File: src/rtl/neuron_pkg.sv
// Shared definitions for the neuron block and its host-side Q loader.
package neuron_pkg;

    localparam int Q_ADDR_WIDTH = 10;
    localparam int Q_DATA_WIDTH = 2;

    typedef enum logic [1:0] {
        IDLE   = 2'd0,
        LOAD   = 2'd1,
        FINISH = 2'd2
    } q_load_state_t;

    function automatic int entries_per_word(input int host_w, input int q_w);
        return host_w / q_w;
    endfunction

endpackage

File: src/rtl/neuron_q_loader_if.sv
// Host word stream into the Q loader.
// A word transfers on a rising edge where host_valid && host_ready; host_data
// is only meaningful while host_valid is high, and ready never depends on valid.
interface neuron_q_loader_if #(
    parameter int HOST_DATA_WIDTH = 16
) ();

    logic                       host_valid;
    logic [HOST_DATA_WIDTH-1:0] host_data;
    logic                       host_ready;

    modport master (
        output host_valid,
        output host_data,
        input  host_ready
    );

    modport slave (
        input  host_valid,
        input  host_data,
        output host_ready
    );

endinterface

File: src/rtl/neuron_q_loader.sv
// Unpacks host words into Q entries and streams them to the neuron's Q RAM
// through wrQ/Q_in, using a shift register plus a one-word prefetch buffer.
module neuron_q_loader #(
    parameter int Q_ADDR_WIDTH    = neuron_pkg::Q_ADDR_WIDTH,
    parameter int Q_DATA_WIDTH    = neuron_pkg::Q_DATA_WIDTH,
    parameter int HOST_DATA_WIDTH = 16,
    parameter int Q_DEPTH         = 1024
) (
    input  logic                        clk,
    input  logic                        reset,
    input  logic                        start,
    neuron_q_loader_if.slave            host,
    output logic                        wrQ,
    output logic [Q_DATA_WIDTH-1:0]     Q_in,
    output logic [Q_ADDR_WIDTH:0]       q_count,
    output logic                        busy,
    output logic                        done,
    output neuron_pkg::q_load_state_t   state_dbg
);

    import neuron_pkg::*;

    localparam int EPW = entries_per_word(HOST_DATA_WIDTH, Q_DATA_WIDTH);
    localparam int CW  = $clog2(EPW + 1);
    localparam int NW  = Q_ADDR_WIDTH + 1;

    q_load_state_t              state;
    logic [HOST_DATA_WIDTH-1:0] sh;
    logic [CW-1:0]              sh_cnt;
    logic [HOST_DATA_WIDTH-1:0] hold;
    logic [CW-1:0]              hold_cnt;
    logic                       hold_v;
    // Entries not yet credited to an accepted word; zero means no more words.
    logic [NW-1:0]              rem;

    logic                       accept;
    logic                       sh_drains;
    logic                       last_entry;
    logic [CW-1:0]              word_cnt;

    always_comb begin
        wrQ             = (state == LOAD) && (sh_cnt != '0);
        Q_in            = wrQ ? sh[Q_DATA_WIDTH-1:0] : '0;
        host.host_ready = (state == LOAD) && !hold_v && (rem != '0);
        busy            = (state != IDLE);
        done            = (state == FINISH);
        state_dbg       = state;
    end

    always_comb begin
        accept     = host.host_valid && host.host_ready;
        // sh is free at this edge if already empty or its last entry goes out now.
        sh_drains  = (sh_cnt == '0) || (wrQ && (sh_cnt == CW'(1)));
        last_entry = wrQ && (q_count == NW'(Q_DEPTH - 1));
        // The final word may carry surplus high entries that are never strobed.
        word_cnt   = (rem >= NW'(EPW)) ? CW'(EPW) : CW'(rem);
    end

    always_ff @(posedge clk or posedge reset) begin
        if (reset) begin
            state    <= IDLE;
            sh       <= '0;
            sh_cnt   <= '0;
            hold     <= '0;
            hold_cnt <= '0;
            hold_v   <= 1'b0;
            rem      <= '0;
            q_count  <= '0;
        end else begin
            case (state)
                IDLE: begin
                    if (start) begin
                        state    <= LOAD;
                        sh       <= '0;
                        sh_cnt   <= '0;
                        hold     <= '0;
                        hold_cnt <= '0;
                        hold_v   <= 1'b0;
                        rem      <= NW'(Q_DEPTH);
                        q_count  <= '0;
                    end
                end
                LOAD: begin
                    if (wrQ) begin
                        sh      <= sh >> Q_DATA_WIDTH;
                        sh_cnt  <= sh_cnt - CW'(1);
                        q_count <= q_count + NW'(1);
                    end
                    if (accept) begin
                        rem <= rem - NW'(word_cnt);
                    end
                    // Refill priority: held word first, then the incoming word.
                    if (sh_drains) begin
                        if (hold_v) begin
                            sh     <= hold;
                            sh_cnt <= hold_cnt;
                            hold_v <= 1'b0;
                        end else if (accept) begin
                            sh     <= host.host_data;
                            sh_cnt <= word_cnt;
                        end
                    end else if (accept) begin
                        hold     <= host.host_data;
                        hold_cnt <= word_cnt;
                        hold_v   <= 1'b1;
                    end
                    if (last_entry) begin
                        state <= FINISH;
                    end
                end
                FINISH: begin
                    state <= IDLE;
                end
                default: begin
                    state <= IDLE;
                end
            endcase
        end
    end

endmodule

File: src/flat_wrapper.sv
// flat-port wrapper written by rule: the top's interface ports become plain ports
module neuron_q_loader_flat import neuron_pkg::*;
#(
    parameter int Q_ADDR_WIDTH    = neuron_pkg::Q_ADDR_WIDTH,
    parameter int Q_DATA_WIDTH    = neuron_pkg::Q_DATA_WIDTH,
    parameter int HOST_DATA_WIDTH = 16,
    parameter int Q_DEPTH         = 1024
)
  (clk, reset, start, wrQ, Q_in, q_count, busy, done, state_dbg, host_host_valid, host_host_data, host_host_ready);
  neuron_q_loader_if #(.HOST_DATA_WIDTH(HOST_DATA_WIDTH)) host_i ();
  input  logic clk;
  input  logic reset;
  input  logic start;
  output logic wrQ;
  output logic [Q_DATA_WIDTH-1:0] Q_in;
  output logic [Q_ADDR_WIDTH:0] q_count;
  output logic busy;
  output logic done;
  output neuron_pkg::q_load_state_t state_dbg;
  input wire logic [$bits(host_i.host_valid)-1:0] host_host_valid;
  input wire logic [$bits(host_i.host_data)-1:0] host_host_data;
  output wire logic [$bits(host_i.host_ready)-1:0] host_host_ready;
  assign host_i.host_valid = host_host_valid;
  assign host_i.host_data = host_host_data;
  assign host_host_ready = host_i.host_ready;
  neuron_q_loader #(.Q_ADDR_WIDTH(Q_ADDR_WIDTH), .Q_DATA_WIDTH(Q_DATA_WIDTH), .HOST_DATA_WIDTH(HOST_DATA_WIDTH), .Q_DEPTH(Q_DEPTH)) u_core (.clk(clk), .reset(reset), .start(start), .host(host_i), .wrQ(wrQ), .Q_in(Q_in), .q_count(q_count), .busy(busy), .done(done), .state_dbg(state_dbg));
endmodule
File: config.mk
export PLATFORM = sky130hd
export DESIGN_NAME = neuron_q_loader_flat
export DESIGN_NICKNAME = d
export VERILOG_FILES = /design/src/rtl/neuron_pkg.sv /design/src/rtl/neuron_q_loader_if.sv /design/src/rtl/neuron_q_loader.sv /design/src/flat_wrapper.sv
export SDC_FILE = /design/constraint.sdc
export NUM_CORES = 1
export LEC_CHECK = 0
export ABC_CLOCK_PERIOD_IN_PS = 3100
export CAP_MARGIN = 25
export CORE_ASPECT_RATIO = 0.75
export CORE_MARGIN = 3
export CORE_UTILIZATION = 55
export CTS_BUF_LIST = sky130_fd_sc_hd__clkbuf_4 sky130_fd_sc_hd__clkbuf_8
export CTS_CLUSTER_DIAMETER = 150
export DETAILED_ROUTE_END_ITERATION = 16
export GPL_TIMING_DRIVEN = 0
export PLACE_DENSITY = 0.88
export RECOVER_POWER = 100
export SYNTH_ARGS = -nofsm -noshare
export SYNTH_HDL_FRONTEND = slang
export SYNTH_SLANG_ARGS = --single-unit
File: constraint.sdc
create_clock -name clk -period 3.1 [get_ports clk]
set_input_delay 0.31 -clock clk [delete_from_list [all_inputs] [get_ports clk]]
set_output_delay 0.31 -clock clk [all_outputs]
set_load 0.005 [all_outputs]
==> results.tsv, run 1 <==
metric	value	unit
min_period_over_period	0.960	
detailedRoute.firstPassIterationCount	12	
fp.coreArea	0.00651	mm^2
grt_util_met2	0.419	
first_global_vias	3631	
layout.cells.most_common	dfrtp_1	
cts_max_level	3	
tritoncts	yes	
finalNetCount	476	
synth-seq-area-share	0.427	
io_buffer_count	38	
final_layout_size_suffix_gt1_frac	0.0941	
multi_input_comb_area	0.00198	mm^2
filler_cell_count_in_the_final_layout	506	
floorplan.io_pins	39	
floorplan.die_area	0.00796	mm^2
area_delta_synth_final	18.5	%
setup.worst_path.class	reg2out	
clk_transition_reported_paths	0.08	ns
min_path_type	reg2reg	
number_of_flops_mapped_to_enable_cells_by_yosys	0	
path_cells	clkbuf_1 -> or4_4 -> nor3_4 -> clkbuf_4 -> nor3_1 -> clkdlybuf4s50_1	
required	2.79	ns
avgViaCountPerCell	7.03	
regArea	0.00163	mm^2
synth_flop_cell	dfrtp_1	
syn-instance-count	402	
syn_area_per_cell	9.47	um^2
finalSetupTns	0	ns
clockRootBuffer	clkbuf_8	
pwr_density_cell	1030	mW/mm^2
setup_viol_count_final	0	
grt.met1_usage	0.422	
max_stage_delay	0.59	ns
antenna-diode-count	0	
rows	25	
clk_latency	0.35	ns
timing.critical_path.max_delay_family	simple AND/OR/NAND/NOR gates	
cts.hold.buffers_added	0	
finalHoldViolations	0	
slowest_stage	or4_4	
critPathMaxFanout	10	
timing.rr.start	u_core.sh_cnt[2]$_DFFE_PP0P_	
final_non_filler_cell_total	538	
numPlacedInstances	522	
initial_antenna_violation_count	0	
crit_start	u_core.rem[4]$_DFFE_PP0P_	
max_slew.worst_pin.slew	1.21	ns
run_status	complete, no violations	
synth_cell_type_count	66	
post_synth_instance_area	0.00381	mm^2
grt_pass1_wl	18300	um
clock_sinks	65	
drt_drc_violations_left	0	
final_antenna_net_count	0	
final_period_minus_worst_setup_slack	2.98	ns
drv_cap	0	
dpl.hpwl	7650	um
ys_async_sr_fraction	1.00	
effective_utilization_at_floorplan	0.585	
timing.max_slew.rel_slack	0.187	
total_number_of_vias	3784	
vdd.ir_drop.worst	0.000517	V
critPathCaptureType	primary output	
dieWidth	102	um
critical_path_buf_inv_count	3	
cts_post_setup_buffers_inserted	0	
overflow	0	
cts_made_buffers	9	
grt_max_degree	38	
buffers_from_clock_root_to_sink_at_most	2	
hold_path_startpoint	u_core.hold[12]$_DFFE_PP0P_	
timing.critical_path.arrival	2.67	ns
detail_route.wirelength	11000	um
worstSetupStartpointType	flip-flop	
postLayoutCoreUtil	0.693	
skew	0.00718	ns
most_used_cells_in_the_layout_excluding_fill_and_tap_cells	64 x dfrtp_1, 29 x nand2_1, 24 x clkbuf_1	
gr-usage-all-layers	0.292	
die_h	78.0	um
power.static_leakage	1.89	nW
slew_viol_final	0	
syn_warnings	0	
grt.met3_usage	0.0773	
wl_per_cell	20.5	um
dr.first_iter.drc_count	636	
synth_nets	426	
maxClockFrequency	336	MHz
grt_most_used_layer	met1	
routabilityCongestion	0.957	
ffs_latches_synth	65	
rsz0062_at_grt	false	
-- cell families after synthesis --
logic type                 after synthesis  synth area share
buffers and inverters                   46            0.0526
muxes                                    5            0.0138
AOI/OAI and AO/OA                      133             0.270
other                                    1          0.000985
adders and majority gates                4            0.0131
xor gates and xnor gates                 5            0.0115
and+or+nand+nor                        143             0.210
DFF                                     65             0.427
-- registers in the layout (all words and copies together), names as in the netlist --
name / flops
u_core.hold: 16
u_core.hold_cnt: 4
u_core.hold_v: 1
u_core.q_count: 11
u_core.rem: 11
u_core.sh: 16
u_core.sh_cnt: 4
u_core.state_dbg: 2
-- worst register-to-register path: cells and delay by family (launching register included) --
family	cells	cell delay (ns)
AOI/OAI and AO/OA	2	0.31
and+or+nand+nor	2	1.26
buffers and inverters	3	0.81
DFF	1	0.36
-- Yosys cell counts, types with 6 or more instances --
master / instances / area, um^2
nand4_1: 7 / 43.8
nor2_1: 14 / 52.6
nor4_1: 8 / 50.1
or4_1: 6 / 45.0
buf_2: 6 / 30.0
o21ai_0: 18 / 90.1
o211ai_1: 12 / 90.1
nor3_1: 23 / 115
o31ai_1: 22 / 165
a21oi_1: 9 / 45.0
and3_1: 17 / 106
clkbuf_1: 26 / 97.6
a222oi_1: 14 / 140
nand3_1: 9 / 45.0
dfrtp_1: 65 / 1630
or3_1: 6 / 37.5
a22o_1: 7 / 61.3
inv_1: 10 / 37.5
nand2_1: 29 / 109
a221oi_1: 15 / 131
-- layer usage --
metal / wire length [um] / up-vias / part of all wire
met4: 176 / 0 / 0.016
met5: 0 / - / 0
met3: 1230 / 25 / 0.11
met2: 4880 / 241 / 0.44
li1: - / 1693 / -
met1: 4740 / 1825 / 0.43
-- power breakdown --
group	switching [W]	total [W]	leakage, nW	internal, W
Clock	0.000342	0.000800	0.109	0.000458
Combinational	0.00129	0.00228	0.967	0.000988
Sequential	0.000347	0.00155	0.815	0.00120
-- per-stage QoR --
step | hold slack [ns] | instance area (um^2) | total power [W] | setup WS [ns]
floorplan | 0.446 | 3810 | 0.00306 | 0.922
global placement | 0.479 | 4290 | 0.00370 | 0.00314
detailed placement | 0.489 | 4310 | 0.00379 | 0.0539
CTS | 0.372 | 4530 | 0.00460 | 0.0256
global route | 0.537 | 4510 | 0.00496 | 0.0115
finish | 0.513 | 4510 | 0.00463 | 0.123
-- layout make-up --
class | count | share of cell area
Sequential cell | 65 | 0.361
Multi-Input combinational cell | 291 | 0.438
Clock buffer | 10 | 0.0291
Timing Repair Buffer | 39 | 0.0854
Tap cell | 81 | 0.0225
Buffer | 36 | 0.0377
Clock inverter | 6 | 0.0183
Inverter | 10 | 0.00832
-- final timing paths --
| check | cells past startpoint | end | slack, ns |
|---|---|---|---|
| min in group asynchronous | 2 | u_core.hold[1]$_DFFE_PP0P_ | 0.67 |
| setup / recovery | 6 | host_host_ready | 0.12 |
| hold reg to reg | 1 | u_core.hold[12]$_DFFE_PP0P_ | 0.51 |
| max in group asynchronous | 3 | u_core.sh_cnt[0]$_DFFE_PP0P_ | 0.90 |
| hold / removal | 1 | u_core.hold[12]$_DFFE_PP0P_ | 0.51 |
| setup reg to reg | 7 | u_core.sh[5]$_DFFE_PP0P_ | 0.28 |
-- what timing repair did --
action | in CTS | in global routing
setup endpoints to repair | 3 | 4
pin swaps | 0 | 0
gates resized for setup | 4 | 7
gates cloned | 0 | 0
Power figures use the tool's default switching activity.
==> inputs of run 2 (changes only) <==
--- a/config.mk
+++ b/config.mk
@@ -16,6 +16,7 @@
 export GPL_TIMING_DRIVEN = 0
 export PLACE_DENSITY = 0.88
 export RECOVER_POWER = 100
+export SLEW_MARGIN = 30
 export SYNTH_ARGS = -nofsm -noshare
 export SYNTH_HDL_FRONTEND = slang
 export SYNTH_SLANG_ARGS = --single-unit
==> results.tsv, run 2 (same netlist as run 1, synthesis figures left out) <==
metric	value	unit	change
grt_max_degree	38		unchanged
pwr_density_cell	997	mW/mm^2	-2.7%
setup.worst_path.class	reg2out		
clockRootBuffer	clkbuf_8		
fp.coreArea	0.00651	mm^2	unchanged
dr.first_iter.drc_count	528		-17%
most_used_cells_in_the_layout_excluding_fill_and_tap_cells	64 x dfrtp_1, 29 x nand2_1, 25 x clkbuf_1		
timing.max_slew.rel_slack	0.135		-0.0525
critical_path_buf_inv_count	3		unchanged
drt_drc_violations_left	0		unchanged
skew	0.00494	ns	-0.00223 ns
min_path_type	reg2reg		
slowest_stage	or4_4		
rows	25		unchanged
path_cells	clkbuf_1 -> or4_4 -> nor3_4 -> buf_2 -> nor3_1 -> clkdlybuf4s50_1		
maxClockFrequency	325	MHz	-3.4%
dpl.hpwl	7690	um	+0.59%
clk_latency	0.35	ns	about the same
die_h	78.0	um	unchanged
timing.critical_path.max_delay_family	simple AND/OR/NAND/NOR gates		
final_period_minus_worst_setup_slack	3.08	ns	+0.104 ns
avgViaCountPerCell	7.14		+1.5%
buffers_from_clock_root_to_sink_at_most	2		unchanged
run_status	complete, no violations		
clk_transition_reported_paths	0.07	ns	about the same
dieWidth	102	um	unchanged
antenna-diode-count	0		unchanged
critPathCaptureType	primary output		
finalHoldViolations	0		unchanged
vdd.ir_drop.worst	0.000498	V	-3.7%
total_number_of_vias	3869		+2.2%
timing.rr.start	u_core.rem[8]$_DFFE_PP0P_		
required	2.79	ns	about the same
power.static_leakage	1.89	nW	-0.12%
clock_sinks	65		unchanged
effective_utilization_at_floorplan	0.585		unchanged
layout.cells.most_common	dfrtp_1		
cts_max_level	3		unchanged
grt_pass1_wl	18500	um	+1.1%
wl_per_cell	20.7	um	+0.90%
slew_viol_final	0		unchanged
gr-usage-all-layers	0.295		+0.00283
area_delta_synth_final	17.9	%	
routabilityCongestion	0.957		unchanged
timing.hold.ws	0.504	ns	-0.00847 ns
fin_total_pwr	0.00448	W	-3.2%
initial_antenna_violation_count	0		unchanged
cts_made_buffers	9		unchanged
first_global_vias	3644		+0.36%
finalSetupTns	0	ns	unchanged
place_ws	0.0918	ns	+0.0379 ns
timing.critical_path.arrival	2.77	ns	+0.10 ns
floorplan.io_pins	39		unchanged
final_antenna_net_count	0		unchanged
max_stage_delay	0.59	ns	about the same
worstSetupStartpointType	flip-flop		
io_buffer_count	38		unchanged
max_slew.worst_pin.slew	1.29	ns	+0.0828 ns
hold_path_startpoint	u_core.hold_cnt[1]$_DFFE_PP0P_		
detailedRoute.firstPassIterationCount	6		-6
largestRegisters	u_core.hold: 16 flops, u_core.sh: 16 flops		
overflow	0		unchanged
drv_cap	0		unchanged
final_layout_size_suffix_gt1_frac	0.102		+0.00786
final_critical_path_setup_slack	0.0192	ns	-0.104 ns
tritoncts	yes		
setup_viol_count_final	0		unchanged
detail_route.wirelength	11200	um	+1.6%
floorplan.die_area	0.00796	mm^2	unchanged
min_period_over_period	0.994		+0.0336
crit_start	u_core.rem[4]$_DFFE_PP0P_		
critPathMaxFanout	10		unchanged
finalNetCount	480		+0.84%
## run 2: cell types whose count changed in the layout (fill, tap and decap cells not counted), sizes merged
cell and change:
clkdlybuf4s50 +1, clkinvlp +2, clkinv +1, inv -1, dlygate4sd3 -1, bufinv -2, buf +4
## run 2: metal layers
layer	up-vias	GRT usage	wire [um]	part of all wire
li1	1704	-	-	-
met1	1864	0.417	4700	0.42
met2	273	0.438	5060	0.45
met3	28	0.0782	1270	0.11
met4	0	0.104	182	0.016
met5	-	0	0	0
## run 2: what timing repair did
action,CTS,global route
setup buffers,0,5
hold endpoints to repair,0,0
pin swaps,0,1
resized for setup,3,5
hold buffers,0,0
setup endpoints to repair,3,4
## run 2: area by class of cell
class                      instances  area, um^2
timing repair buffer              44         423
sequential                        65        1630
clock inverter                     6        35.0
tap                               81         101
inverter                          10        38.8
fill                             535        2020
buffer                            35         155
multi-input combinational        291        1980
clock buffer                      10         131
## run 2: path summary, 6_finish.rpt
| kind | endpoint | slack, ns | depth (start not counted) |
|---|---|---|---|
| min reg2reg | u_core.hold_cnt[1]$_DFFE_PP0P_ | 0.50 | 1 |
| max reg2reg | u_core.sh[3]$_DFFE_PP0P_ | 0.52 | 6 |
| min in group asynchronous | u_core.hold[1]$_DFFE_PP0P_ | 0.68 | 2 |
| min | u_core.hold_cnt[1]$_DFFE_PP0P_ | 0.50 | 1 |
| max | host_host_ready | 0.02 | 6 |
| max in group asynchronous | u_core.sh_cnt[0]$_DFFE_PP0P_ | 0.92 | 3 |
## run 2: where the power goes
group | total [W] | switching (W) | internal [W]
Clock | 0.000634 | 0.000341 | 0.000293
Combinational | 0.00229 | 0.00130 | 0.000990
Sequential | 0.00155 | 0.000352 | 0.00120
## run 2: metrics by stage
stage	utilization	instances	area, um^2
after floorplan	-	402	3810
after global placement	0.659	521	4290
after detailed placement	0.663	522	4310
after CTS	0.688	537	4480
after global routing	0.690	542	4490
final	0.690	542	4490
==> inputs of run 3 (changes only) <==
--- a/config.mk
+++ b/config.mk
@@ -5,7 +5,7 @@
 export SDC_FILE = /design/constraint.sdc
 export NUM_CORES = 1
 export LEC_CHECK = 0
-export ABC_CLOCK_PERIOD_IN_PS = 3100
+export ABC_CLOCK_PERIOD_IN_PS = 3600
 export CAP_MARGIN = 25
 export CORE_ASPECT_RATIO = 0.75
 export CORE_MARGIN = 3
==> constraint.sdc (replaced) <==
create_clock -name clk -period 3.6 [get_ports clk]
set_input_delay 0.36 -clock clk [delete_from_list [all_inputs] [get_ports clk]]
set_output_delay 0.36 -clock clk [all_outputs]
set_load 0.005 [all_outputs]
==> results.tsv, run 3 (same netlist as run 1, synthesis figures left out) <==
metric	value	unit	change
path_cells	or4_1 -> clkbuf_1 -> nor3_4 -> clkbuf_1 -> nor3_1 -> dlygate4sd3_1		
timing.max_slew.rel_slack	-0.0965		-0.231
finalNetCount	476		-0.83%
vdd.ir_drop.worst	0.000427	V	-14%
pwr_density_cell	862	mW/mm^2	-14%
gr-usage-all-layers	0.295		-0.000377
timing.critical_path.arrival	3.04	ns	+0.27 ns
cts.hold.buffers_added	0		unchanged
initial_antenna_violation_count	0		unchanged
tritoncts	yes		
cts_made_buffers	9		unchanged
required	3.24	ns	+0.45 ns
critPathMaxFanout	10		unchanged
effective_utilization_at_floorplan	0.585		unchanged
timing.rr.start	u_core.rem[8]$_DFFE_PP0P_		
timing.critical_path.max_delay_family	buffers and inverters		
run_status	complete, but fails checks		
cts_resized	0		-3
overflow	0		unchanged
rsz0062_at_grt	false		
skew	0.00676	ns	+0.00182 ns
drv_cap	1		+1
setup_viol_count_final	0		unchanged
min_path_type	reg2reg		
dr.first_iter.drc_count	532		+0.76%
fp.coreArea	0.00651	mm^2	unchanged
cts_max_level	3		unchanged
max_slew.worst_pin.slew	1.64	ns	+0.354 ns
slowest_stage	dlygate4sd3_1		
clk_transition_reported_paths	0.08	ns	about the same
io_buffer_count	38		unchanged
postLayoutCoreUtil	0.685		-0.00538
grt_max_degree	38		unchanged
setup.worst_path.class	reg2out		
worst_path_most_repeated_cell	clkbuf_1		
clock_sinks	65		unchanged
rows	25		unchanged
min_period_over_period	0.946		
detailedRoute.firstPassIterationCount	8		+2
routabilityCongestion	0.957		unchanged
floorplan.io_pins	39		unchanged
crit_start	u_core.rem[8]$_DFFE_PP0P_		
wl_per_cell	20.7	um	about the same
power.static_leakage	1.87	nW	-1.3%
area_delta_synth_final	17.0	%	
max_stage_delay	0.60	ns	about the same
clockRootBuffer	clkbuf_8		
finalSetupTns	0	ns	unchanged
clk_latency	0.35	ns	about the same
final_non_filler_cell_total	538		-0.74%
finalHoldViolations	0		unchanged
buffers_from_clock_root_to_sink_at_most	2		unchanged
critical_path_buf_inv_count	3		unchanged
hold_path_startpoint	u_core.hold_cnt[2]$_DFFE_PP0P_		
antenna-diode-count	0		unchanged
maxClockFrequency	294	MHz	
avgViaCountPerCell	7.10		-0.48%
cts_post_setup_buffers_inserted	0		unchanged
drt_drc_violations_left	0		unchanged
grt_pass1_wl	18400	um	-0.11%
die_h	78.0	um	unchanged
largestRegisters	u_core.hold: 16 flops, u_core.sh: 16 flops		
worstSetupStartpointType	flip-flop		
final_period_minus_worst_setup_slack	3.40	ns	
detail_route.wirelength	11100	um	-0.82%
first_global_vias	3663		+0.52%
most_used_cells_in_the_layout_excluding_fill_and_tap_cells	65 x dfrtp_1, 29 x nand2_1, 28 x clkbuf_1		
final_layout_size_suffix_gt1_frac	0.0810		-0.0210
final_antenna_net_count	0		unchanged
layout.cells.most_common	dfrtp_1		
slew_viol_final	38		+38
floorplan.die_area	0.00796	mm^2	unchanged
total_number_of_vias	3822		-1.2%
dpl.hpwl	7690	um	unchanged
critPathCaptureType	primary output		
numPlacedInstances	522		unchanged
violations_in_the_final_reports	max-capacitance violations, max-slew violations		
dieWidth	102	um	unchanged
==> run 3: layer usage <==
layer	GRT usage	wire [um]	vias up
met5	0	0	-
met4	0.105	224	0
met3	0.0817	1190	30
met2	0.438	4930	243
met1	0.413	4780	1853
li1	-	-	1696
==> run 3: worst reg2reg max path, stage by stage (launching register included) <==
cell,delay (ns)
dfrtp_1,0.45
or4_1,0.51
clkbuf_1,0.18
or3_1,0.50
clkbuf_1,0.33
a221oi_1,0.40
o31ai_1,0.11
==> run 3: final timing paths <==
| check | to | slack [ns] | cells past startpoint |
|---|---|---|---|
| max in group asynchronous | u_core.rem[3]$_DFFE_PP0P_ | 0.70 | 3 |
| min in group asynchronous | u_core.hold[1]$_DFFE_PP0P_ | 0.72 | 2 |
| worst min register to register | u_core.hold_cnt[2]$_DFFE_PP0P_ | 0.51 | 1 |
| worst max-delay path | host_host_ready | 0.20 | 6 |
| worst min-delay path | u_core.hold_cnt[2]$_DFFE_PP0P_ | 0.51 | 1 |
| worst max register to register | u_core.sh[3]$_DFFE_PP0P_ | 0.99 | 6 |
==> run 3: stage by stage <==
| step | hold slack [ns] | instance area (um^2) | worst slack, ns | total power (W) |
|---|---|---|---|---|
| finish | 0.510 | 4450 | 0.196 | 0.00384 |
| global route | 0.537 | 4450 | 0.0290 | 0.00411 |
| CTS | 0.354 | 4480 | 0.134 | 0.00382 |
| detailed placement | 0.487 | 4310 | 0.542 | 0.00327 |
| global placement | 0.479 | 4290 | 0.453 | 0.00319 |
| floorplan | 0.465 | 3810 | 1.42 | 0.00263 |
==> run 3: layout make-up <==
| type | count | area (um^2) |
|---|---|---|
| fill | 540 | 2050 |
| multi-input combinational | 291 | 1970 |
| sequential | 65 | 1630 |
| timing repair buffer | 39 | 393 |
| buffer | 36 | 154 |
| clock buffer | 10 | 131 |
| tap | 81 | 101 |
| inverter | 10 | 38.8 |
| clock inverter | 6 | 35.0 |
==> run 3: report_power, final <==
part | internal, W | leakage, nW | switching (W) | total (W)
clock | 0.000252 | 0.0852 | 0.000297 | 0.000549
combinational | 0.000837 | 0.964 | 0.00112 | 0.00195
sequential | 0.00103 | 0.816 | 0.000304 | 0.00134
